<file path="src/rtl/alu_pkg.sv">
// Shared opcode constants and FSM encoding for the bit-serial ALU engine.
package alu_pkg;

  localparam logic [1:0] OP_AND = 2'b00;
  localparam logic [1:0] OP_OR  = 2'b01;
  localparam logic [1:0] OP_ADD = 2'b10;
  localparam logic [1:0] OP_SUB = 2'b11;

  typedef enum logic [1:0] {
    S_IDLE = 2'b00,
    S_RUN  = 2'b01,
    S_DONE = 2'b10
  } state_t;

  // ADD and SUB are the only opcodes that propagate a carry.
  function automatic logic is_arith(input logic [1:0] op);
    return op[1];
  endfunction

endpackage

</file>
<file path="src/rtl/serial_alu_slice.sv">
// Combinational one-bit ALU slice; SUB expects b already inverted by the caller.
module serial_alu_slice
  import alu_pkg::*;
(
  input  logic [1:0] i_op,
  input  logic       i_a,
  input  logic       i_b,
  input  logic       i_cin,
  output logic       o_sum,
  output logic       o_cout
);

  always_comb begin
    o_sum  = 1'b0;
    o_cout = 1'b0;
    case (i_op)
      OP_AND: o_sum = i_a & i_b;
      OP_OR:  o_sum = i_a | i_b;
      default: begin
        o_sum  = i_a ^ i_b ^ i_cin;
        o_cout = (i_a & i_b) | (i_a & i_cin) | (i_b & i_cin);
      end
    endcase
  end

endmodule

</file>
<file path="src/rtl/serial_alu_engine.sv">
// Bit-serial W-bit ALU, one bit per clock LSB first, start/done handshake.
// Optional signed overflow output enabled by SERIAL_ALU_OVF_EN.
//
// state  | meaning
// S_IDLE | waiting for start; result/flags hold last completed values
// S_RUN  | one operand bit per cycle through the slice
// S_DONE | one-cycle done pulse with fresh result/flags
module serial_alu_engine
  import alu_pkg::*;
#(
  parameter int W = 8
) (
  input  logic         clk,
  input  logic         rst,
  input  logic         start,
  input  logic [1:0]   op,
  input  logic [W-1:0] a,
  input  logic [W-1:0] b,
  output logic         busy,
  output logic         done,
  output logic [W-1:0] result,
  output logic         c_out,
`ifdef SERIAL_ALU_OVF_EN
  output logic         zero,
  output logic         ovf
`else
  output logic         zero
`endif
);

  localparam int CW = $clog2(W);
  localparam logic [CW-1:0] CNT_LAST = CW'(W - 1);

  state_t         r_state;
  state_t         w_next_state;
  logic [W-1:0]   r_a_sh;
  logic [W-1:0]   r_b_sh;
  logic [W-1:0]   r_res_sh;
  logic [1:0]     r_op;
  logic           r_carry;
  logic [CW-1:0]  r_cnt;
  logic [W-1:0]   r_result;
  logic           r_c_out;
  logic           r_zero;
  logic           w_b_bit;
  logic           w_sum;
  logic           w_cout;
  logic           w_last;
  logic [W-1:0]   w_res_next;

  assign w_b_bit    = r_b_sh[0] ^ (r_op == OP_SUB);
  assign w_res_next = {w_sum, r_res_sh[W-1:1]};
  assign w_last     = (r_cnt == CNT_LAST);

  serial_alu_slice u_slice (
    .i_op   (r_op),
    .i_a    (r_a_sh[0]),
    .i_b    (w_b_bit),
    .i_cin  (r_carry),
    .o_sum  (w_sum),
    .o_cout (w_cout)
  );

  always_ff @(posedge clk) begin
    if (rst) r_state <= S_IDLE;
    else     r_state <= w_next_state;
  end

  always_comb begin
    w_next_state = r_state;
    case (r_state)
      S_IDLE:  if (start) w_next_state = S_RUN;
      S_RUN:   if (w_last) w_next_state = S_DONE;
      S_DONE:  w_next_state = S_IDLE;
      default: w_next_state = S_IDLE;
    endcase
  end

  always_comb begin
    busy = (r_state != S_IDLE);
    done = (r_state == S_DONE);
  end

  // Result/flags are committed on the last RUN edge so they are valid during DONE.
  always_ff @(posedge clk) begin
    if (rst) begin
      r_a_sh   <= '0;
      r_b_sh   <= '0;
      r_res_sh <= '0;
      r_op     <= OP_AND;
      r_carry  <= 1'b0;
      r_cnt    <= '0;
      r_result <= '0;
      r_c_out  <= 1'b0;
      r_zero   <= 1'b0;
    end else begin
      case (r_state)
        S_IDLE: begin
          if (start) begin
            r_a_sh   <= a;
            r_b_sh   <= b;
            r_op     <= op;
            r_carry  <= (op == OP_SUB);
            r_cnt    <= '0;
            r_res_sh <= '0;
          end
        end
        S_RUN: begin
          r_a_sh   <= r_a_sh >> 1;
          r_b_sh   <= r_b_sh >> 1;
          r_res_sh <= w_res_next;
          r_carry  <= w_cout;
          if (w_last) begin
            r_result <= w_res_next;
            r_c_out  <= w_cout;
            r_zero   <= (w_res_next == '0);
          end else begin
            r_cnt <= r_cnt + 1'b1;
          end
        end
        default: ;
      endcase
    end
  end

`ifdef SERIAL_ALU_OVF_EN
  logic r_ovf;

  // On the MSB cycle r_carry is the carry into the MSB and w_cout the carry out.
  always_ff @(posedge clk) begin
    if (rst) begin
      r_ovf <= 1'b0;
    end else if (r_state == S_RUN && w_last) begin
      r_ovf <= is_arith(r_op) & (r_carry ^ w_cout);
    end
  end

  assign ovf = r_ovf;
`endif

  assign result = r_result;
  assign c_out  = r_c_out;
  assign zero   = r_zero;

endmodule

</file>
<file path="config.mk">
export PLATFORM = sky130hd
export DESIGN_NAME = serial_alu_engine
export DESIGN_NICKNAME = d
export VERILOG_FILES = /design/src/rtl/alu_pkg.sv /design/src/rtl/serial_alu_slice.sv /design/src/rtl/serial_alu_engine.sv
export SDC_FILE = /design/constraint.sdc
export NUM_CORES = 1
export LEC_CHECK = 0
export CAP_MARGIN = 25
export CORE_ASPECT_RATIO = 1.2
export CORE_UTILIZATION = 34
export CTS_BUF_LIST = sky130_fd_sc_hd__clkbuf_16
export DETAILED_ROUTE_END_ITERATION = 7
export GPL_TIMING_DRIVEN = 0
export PLACE_DENSITY = 0.62
export SLEW_MARGIN = 20
export SYNTH_ARGS = -nofsm -noshare
export SYNTH_HDL_FRONTEND = slang
export SYNTH_SLANG_ARGS = --single-unit
</file>
<file path="constraint.sdc">
create_clock -name clk -period 5.5 [get_ports clk]
set_clock_uncertainty 0.2 [all_clocks]
set_input_delay 0.825 -clock clk [delete_from_list [all_inputs] [get_ports clk]]
set_output_delay 0.825 -clock clk [all_outputs]
set_load 0.005 [all_outputs]
</file>
==> results by group <==
Synthesis
  • Number of synthesized flops with an enable pin: 0
  • Synthesis-stage register bit count: 41
  • Instance count of the mapped netlist: about 210
  • Post-synthesis sequential area ratio: 0.454
  • Post-synth top flop: dfxtp_1
  • Distinct cell type count of the synthesized netlist: 36
  • Cell area after synthesis: 1810 µm²
  • Most area-consuming cells after synthesis: dfxtp_1 45%, nand2_1 12%, a311oi_1 6.3%
  • Number of warnings printed during yosys synthesis: 0
  • Largest area contributor in the synthesized netlist: dfxtp_1
  • Area share of the largest cell type after synthesis: 0.454
  • Average size of a mapped cell: 8.45 µm²
  • Fraction of synthesis flops using an asynchronous set or reset pin: 0
  • Total nets after synthesis: 240

Floorplan
  • Starting density of the core: 0.361
  • Number of cell rows: 28
  • I/O pin total: 33
  • Floorplan core area: 5010 µm²
  • Horizontal die dimension: slightly below 70 µm
  • Die outline area: 5610 µm²
  • Chip Height: 81.9 µm

Global route
  • Pin count of the biggest net entering global routing: 14
  • Vias in the first global route: 1496
  • Number of antenna violations at the first check in global routing: 0
  • Total routing resource utilization after global routing: 0.163
  • Remaining Overflow, GRT: 0
  • First-pass GRT wire length: 6870 µm

Job
  • Count of max-cap constraint violations: 0

Timing
  • Tightest slew margin relative to the limit: 0.620
  • Share of the clock period used by the worst path after layout: 0.450
  • Number of setup violations in the final report: 0
  • Setup slack after layout: 3.02 ns
  • Max-slew violation count: 0
  • Highest Clock Rate: 0.404 GHz
  • Final setup TNS: 0 ns
  • Post-layout min period: 2.48 ns
  • RSZ-0062 raised after global routing: false
  • Final Hold Violating Endpoints: 0
  • Slew at the pin closest to its max-slew limit: 0.570 ns

Clock tree
  • TritonCTS clock tree: built
  • TritonCTS buffer count: 5
  • CTS Root Buffer Type: clkbuf_16
  • Bufs on Longest Clock Path: 2
  • Clock edge transition at the registers on the reported setup and hold paths: 0.06 ns
  • Post-CTS sizing: 0
  • Post-CTS Hold Fix Bufs: 0
  • Source-to-sink clock delay at the later pin of the worst-skew pair: 0.28 ns
  • Post-CTS setup buffer count: 0
  • Clk sink count: 41
  • Level count of the clock H-tree: 2

Setup path
  • Category of the worst setup path capture point: primary output
  • Crit Path Max Fanout: 10
  • Critical Path Source Type: register
  • Worst EP required: 4.47 ns
  • Data arrival time at the worst-slack endpoint: 1.45 ns
  • Category of the most critical setup path: reg -> out

Pwr
  • Power density normalized to cell area: ~310 nW/µm²
  • Leakage: 0.875 nW
  • Max IR drop VDD: between 0.1 and 0.15 mV
  • Design Power: 734 µW

Finish
  • Non-filler instance count after layout: 313
  • Most frequent cells in the layout: 58 x nand2_1, 41 x dfxtp_1, 31 x clkdlybuf4s50_1
  • Diode count: 0
  • Most frequent standard cell in the layout excluding fill and tap cells: nand2_1
  • Final Util: 0.471
  • Ratio of cells with drive above 1 in the final layout: 0.0988
  • Number of nets in the layout: roughly 280
  • Area growth, synth to finish: 30.5%

Detailed routing
  • Sum of routed wire length over all layers: 4010 µm
  • Number of violations reported at the end of detailed-routing iteration 0: just over 100
  • Number of detailed-routing iterations run before antenna repair: 4
  • Remaining routing DRC violations: 0
  • Mean routed wirelength per cell: around 13 µm
  • Detail-routed via count per cell: approximately 5.1
  • Total number of vias: 1586
  • Antenna-violating nets left: 0

Placed design
  • Count of buffers inserted at the top-level ports: 31
  • Cells after DPL: between 300 and 400
  • Detail Placement HPWL: 2830 µm
  • Setup Slack @ Placement: 3.07 ns
  • Final RePlAce weighted congestion: 0.743

Outcome
  • Outcome: finished clean

Min path
  • Type of the worst min-delay path: reg -> reg
-- Yosys cell counts (3+ instances only) --
library cell,number
nand2_1,58
dfxtp_1,41
nor2_1,22
a21oi_1,19
a311oi_1,13
nand3_1,9
clkbuf_1,5
buf_4,4
buf_6,4
ha_1,4
nand3b_1,4
buf_2,3
inv_1,3
-- cell type report --
cell class,count,area (µm²)
Clock buffer,5,125
Buffer,16,109
Sequential cell,41,821
Clock inverter,3,41.3
Tap cell,60,75.1
Multi-Input combinational cell,154,867
Inverter,3,11.3
Timing Repair Buffer,31,310
Fill cell,501,2650
-- sequential cells by signal, summed over array words and instances, names as in the netlist --
name and flops:
r_res_sh 7, r_state 2, r_op 2, r_b_sh 8, c_out 1, result 8, r_cnt 3, zero 1
r_a_sh 8, r_carry 1
-- power breakdown --
| part | internal, mW | switching [mW] | leakage, nW |
|---|---|---|---|
| sequential | 0.311 | 0.00932 | 0.335 |
| clock | 0.212 | 0.119 | 0.0775 |
| combinational | 0.0402 | 0.0430 | 0.463 |
| total | 0.564 | 0.171 | 0.875 |
-- per-stage QoR --
step                hold slack, ns  instance area (µm²)
finish                       0.252                 2360
global route                 0.273                 2360
CTS                          0.255                 2360
detailed placement           0.246                 2190
global placement             0.243                 2190
floorplan                    0.246                 1810
-- per-layer routing --
layer	up-vias	global-route usage	wire length, µm
li1	809	-	-
met1	733	0.206	1900
met2	37	0.262	1890
met3	7	0.0389	161
met4	0	0.0688	63
met5	-	0	0
-- worst max-delay path: stages (launching register included) --
cell and delay, ns:
dfxtp_1 0.31, buf_6 0.13, or2_2 0.28, clkdlybuf4s50_1 0.44
-- worst paths after layout --
path | start | end | slack [ns] | depth (start not counted)
setup / recovery | r_state[1]$_SDFFE_PP0P_ | busy | 3.02 | 3
hold / removal | result[6]$_SDFFE_PP0P_ | result[6]$_SDFFE_PP0P_ | 0.25 | 2
setup reg to reg | r_op[1]$_SDFFE_PP0P_ | r_res_sh[7]$_SDFFE_PP0P_ | 3.49 | 7
hold reg to reg | result[6]$_SDFFE_PP0P_ | result[6]$_SDFFE_PP0P_ | 0.25 | 2
-- cell families (layout without fill, tap and decap cells) --
logic type,Yosys count,in the layout,synth area share
compound gates,42,42,0.173
xor+xnor,1,1,0.00485
fa+ha+maj,5,5,0.0388
buf+inv,19,58,0.0664
flops,41,41,0.454
simple gates,106,106,0.263
Power figures use the tool's default switching activity.
==> variant 1, RTL diff (same flow settings) <==
`W`: 8 -> 16.
--- a/src/rtl/serial_alu_engine.sv
+++ b/src/rtl/serial_alu_engine.sv
@@ -8,7 +8,7 @@
 module serial_alu_engine
   import alu_pkg::*;
 #(
-  parameter int W = 8
+  parameter int W = 16
 ) (
   input  logic         clk,
   input  logic         rst,
Interface: changed (resized a, b and result); port bits go from 33 to 57. The function was not compared with the original's and may differ.
==> variant 1 against the original RTL <==
Clock power grew 52%; final area rose by 68%; power grew 65%; sequential cell count increased by 33; synthesized area grew 67%; wire length up 79%; worst setup slack better by 0.052 ns; die area rose by 65%; critical path type unchanged.
==> variant 1: results (changes against the original RTL) <==
[final_layout]
layout-drive-gt1-share_pct = 5.08  ; -4.8 points
area.sequential_um2 = 1480  ; +80%
stdcell_count = 570  ; +82%
post-route-util_pct = 46.2  ; -0.86 points
top_area_cell_class = registers
buffers = 86  ; +83%
multi_input_area_share_pct = 35.0  ; -1.7 points
antennaDiodeCount = 0  ; unchanged
nets = 490  ; +76%
buf_share_pct = 17.3  ; -0.51 points
clock_cell_area_share_pct = 6.35  ; -0.70 points
fillers = 902  ; +80%

[synth]
synth_common_cells = nand2_1 (120), dfxtp_1 (74), a21oi_1 (41)
synth.area.top_cells = dfxtp_1 (49%), nand2_1 (15%), a311oi_1 (9.0%), a21oi_1 (6.8%), nor2_1 (4.1%)
synth_cell_types = 29  ; -19%
synth_fa_ha_area_share_pct = 1.91  ; -2.0 points
synth-seq-cells = 74  ; +80%
syn_nets = 424  ; +77%
synth_compound_area_share_pct = 16.8  ; -0.52 points
post_synth_xor_area_fraction_pct = 0.582  ; +0.097 points

[drt]
met2_length_um = 3420  ; +81%
wl_met1_um = 3270  ; +72%
wl_met3_um = 309  ; +92%
vias = 2801  ; +77%
drtPass1Iterations = 5  ; +1

[global_route]
grt_max_degree = 12  ; -2
grt_pass1_wl_um = 12300  ; +79%
grt_pass1_vias = 2681  ; +79%
grtUsageTotal_pct = 17.3  ; +0.92 points
gr-usage-met1_pct = 21.7  ; +1.1 points

[clock_network]
htreeDepth = 3  ; +1
worst_skew_pair.late_latency_ns = 0.33  ; +0.05 ns
numCtsBuffers = 9  ; +4

[power_and_ir_drop]
max-vdd-ir-drop_mv = 0.165  ; +38%
leakage_nw = 1.40  ; +60%

[sta]
slew_headroom_pct = 67.6  ; +5.6 points

[die]
die_w_um = 87.9  ; +28%

[setup_path]
slowest_delay_ns = 0.50  ; +0.06 ns
arrival_ns = 1.40  ; -0.05 ns

[placement]
dp_hpwl_um = 5180  ; +83%
dp_slack_ns = 2.77  ; -0.297 ns
place_inst = 555  ; +82%
place_area_um2 = 3710  ; +69%
io_buffer_count = 55  ; +77%

[status]
status = finished clean

==> variant 1: cell types whose count changed after synthesis, moves of 4 or more <==
| cell | unedited run | this run |
|---|---|---|
| clkbuf_1 | 5 | 19 |
| a311oi_1 | 13 | 31 |
| buf_2 | 3 | 7 |
| dfxtp_1 | 41 | 74 |
| nand2_1 | 58 | 120 |
| nor2_1 | 22 | 33 |
| buf_6 | 4 | 0 |
| a21oi_1 | 19 | 41 |
| nand3_1 | 9 | 21 |
| nand3b_1 | 4 | 0 |
==> variant 1: worst paths after layout <==
path                                  end  cells past startpoint  slack [ns]
hold / removal    result[11]$_SDFFE_PP0P_                      2        0.25
setup / recovery                     done                      2        3.08
setup reg to reg        zero$_SDFFE_PP0P_                      7        3.24
hold reg to reg   result[11]$_SDFFE_PP0P_                      2        0.25
==> variant 1: where the power goes <==
group / internal (mW) / switching (mW)
Sequential: 0.563 / 0.0159
Clock: 0.295 / 0.209
Combinational: 0.0574 / 0.0751
Total: 0.915 / 0.300
==> variant 2, RTL diff (config.mk and constraints unchanged) <==
Without the edit above. Add an input register stage for `start`, `op`, `a` and `b`, with the module's reset; this delays them by one clock. Comments in the files are not updated.
--- a/src/rtl/serial_alu_engine.sv
+++ b/src/rtl/serial_alu_engine.sv
@@ -30,6 +30,25 @@
 
   localparam int CW = $clog2(W);
   localparam logic [CW-1:0] CNT_LAST = CW'(W - 1);
+
+  logic start_q;
+  logic [1:0] op_q;
+  logic [W-1:0] a_q;
+  logic [W-1:0] b_q;
+
+  always_ff @(posedge clk) begin
+    if (rst) begin
+      start_q <= '0;
+      op_q    <= '0;
+      a_q     <= '0;
+      b_q     <= '0;
+    end else begin
+      start_q <= start;
+      op_q    <= op;
+      a_q     <= a;
+      b_q     <= b;
+    end
+  end
 
   state_t         r_state;
   state_t         w_next_state;
@@ -69,7 +88,7 @@
   always_comb begin
     w_next_state = r_state;
     case (r_state)
-      S_IDLE:  if (start) w_next_state = S_RUN;
+      S_IDLE:  if (start_q) w_next_state = S_RUN;
       S_RUN:   if (w_last) w_next_state = S_DONE;
       S_DONE:  w_next_state = S_IDLE;
       default: w_next_state = S_IDLE;
@@ -96,11 +115,11 @@
     end else begin
       case (r_state)
         S_IDLE: begin
-          if (start) begin
-            r_a_sh   <= a;
-            r_b_sh   <= b;
-            r_op     <= op;
-            r_carry  <= (op == OP_SUB);
+          if (start_q) begin
+            r_a_sh   <= a_q;
+            r_b_sh   <= b_q;
+            r_op     <= op_q;
+            r_carry  <= (op_q == OP_SUB);
             r_cnt    <= '0;
             r_res_sh <= '0;
           end
Check against the original RTL: not equivalent (a bounded check fails within 4 cycles, from zero or initial values and one cycle with rst high).
==> variant 2 against the original RTL <==
Clock power grew 43%; wire length increased by 12%; synthesized area is 30% higher; cell count rose by 23%; final area rose by 28%; first-iteration DRC count increased by 20%; worst setup slack got worse by 0.048 ns; power grew 40%; sequential cell count grew 19; largest cell class is now registers.
==> variant 2: results (changes against the original RTL) <==
[drt]
vias = 1809  ; +14%
top_layer = met4
wl_met1_um = 2060  ; +8.3%
first_iter_violations = 121  ; +20%
wl_met3_um = 210  ; +30%
met2_length_um = 2110  ; +12%
wire_per_inst_um = 11.7  ; -8.6%
wirelength_um = 4510  ; +12%

[placement]
place_inst = 369  ; +21%
gp_routability_congestion = 0.735  ; -1.2%
place_area_um2 = 2760  ; +26%
dp_hpwl_um = 3170  ; +12%
dp_slack_ns = 3.31  ; +0.249 ns

[setup_path]
reg2reg_from = r_op[1]$_SDFFE_PP0P_
arrival_ns = 1.50  ; +0.05 ns
rr_endpoint = zero$_SDFFE_PP0P_
rrSetupSlack_ns = 3.50  ; about the same

[synth]
avgSynthCellArea_um2 = 9.28  ; +9.8%
synthArstFlopShare_pct = 0  ; unchanged
synth_compound_area_share_pct = 13.9  ; -3.4 points
synth.area.top_cells = dfxtp_1 (51%), nand2_1 (9.1%), nor2b_1 (5.3%), a311oi_1 (4.1%), a21oi_1 (4.1%)
synth_fa_ha_area_share_pct = 2.99  ; -0.89 points
syn_nets = 279  ; +16%
muxShareOfSynthArea_pct = 0  ; unchanged
synth_common_cells = dfxtp_1 (60), nand2_1 (57), nor2_1 (22)
ys_seq_area_share_pct = 51.2  ; +5.8 points
post_synth_xor_area_fraction_pct = 0.373  ; -0.11 points
synth_cell_types = 36  ; unchanged

[clock_network]
cts_setup_buffers = 0  ; unchanged
worst_skew_pair.late_latency_ns = 0.33  ; +0.05 ns
numCtsBuffers = 9  ; +4
htreeDepth = 3  ; +1
clkTransAtPathRegs_ns = 0.05

[global_route]
grt_max_degree = 11  ; -3
gr-usage-met1_pct = 16.7  ; -3.9 points
met3_usage_pct = 5.56  ; +1.7 points
grtUsageTotal_pct = 14.7  ; -1.6 points
grt_pass1_wl_um = 7990  ; +16%
met2_usage_pct = 23.4  ; -2.8 points
grt_pass1_vias = 1741  ; +16%

[power_and_ir_drop]
leakage_nw = 1.12  ; +28%
max-vdd-ir-drop_mv = 0.189  ; +58%
power.switching_mw = 0.233  ; +36%

[final_layout]
layout-drive-gt1-share_pct = 11.3  ; +1.5 points
antennaDiodeCount = 0  ; unchanged
nets = 321  ; +15%

[sta]
worst_pin_slew_ns = 0.568  ; -0.00188 ns
whs_ns = 0.250  ; -0.00194 ns

[status]
status = finished clean

[worst_hold_path]
whs_endpoint = result[1]$_SDFFE_PP0P_
worstHoldStart = result[1]$_SDFFE_PP0P_

==> variant 2: cell count changes in the layout (fill, tap and decap cells not counted), sizes merged, moves of 2 or more <==
cell    delta
clkinv     +2
nor2b     +20
clkbuf     +3
inv        +3
dfxtp     +19
buf        +3
==> variant 2: power by group through the flow <==
stage / clock network, mW / logic [mW] / registers, mW
after floorplan: 0 / 0.0607 / 0.472
after global placement: 0 / 0.0870 / 0.474
after detailed placement: 0 / 0.0886 / 0.474
after CTS: 0.486 / 0.0887 / 0.466
after global routing: 0.508 / 0.0978 / 0.468
final: 0.473 / 0.0874 / 0.466
==> variant 2: worst max-delay path: cells and delay by family, from the launching register on <==
kind / cells / cell delay [ns]
DFF: 1 / 0.31
and+or+nand+nor: 1 / 0.28
buffers and inverters: 2 / 0.58
==> variant 2: worst max path at each step <==
| stage | cells after the start | endpoint | from | slack, ns |
|---|---|---|---|---|
| 6_report | 3 | busy | r_state[0]$_SDFFE_PP0P_ | 2.98 |
| 5_1_grt | 3 | busy | r_state[0]$_SDFFE_PP0P_ | 2.92 |
| 4_1_cts | 3 | busy | r_state[0]$_SDFFE_PP0P_ | 2.96 |
| 3_5_place_dp | 3 | busy | r_state[0]$_SDFFE_PP0P_ | 3.31 |
| 3_3_place_gp | 3 | busy | r_state[0]$_SDFFE_PP0P_ | 3.31 |
| 2_1_floorplan | 7 | zero$_SDFFE_PP0P_ | r_op[1]$_SDFFE_PP0P_ | 3.67 |
==> variant 2: final cells by class <==
type / count / area, um^2
fillers: 670 / 3550
flip-flops and latches: 60 / 1200
multi-input cells: 173 / 1010
repair buffers: 31 / 310
clock buffers: 9 / 225
plain buffers: 18 / 130
well taps: 85 / 106
clock inverters: 7 / 28.8
inverters: 2 / 7.51
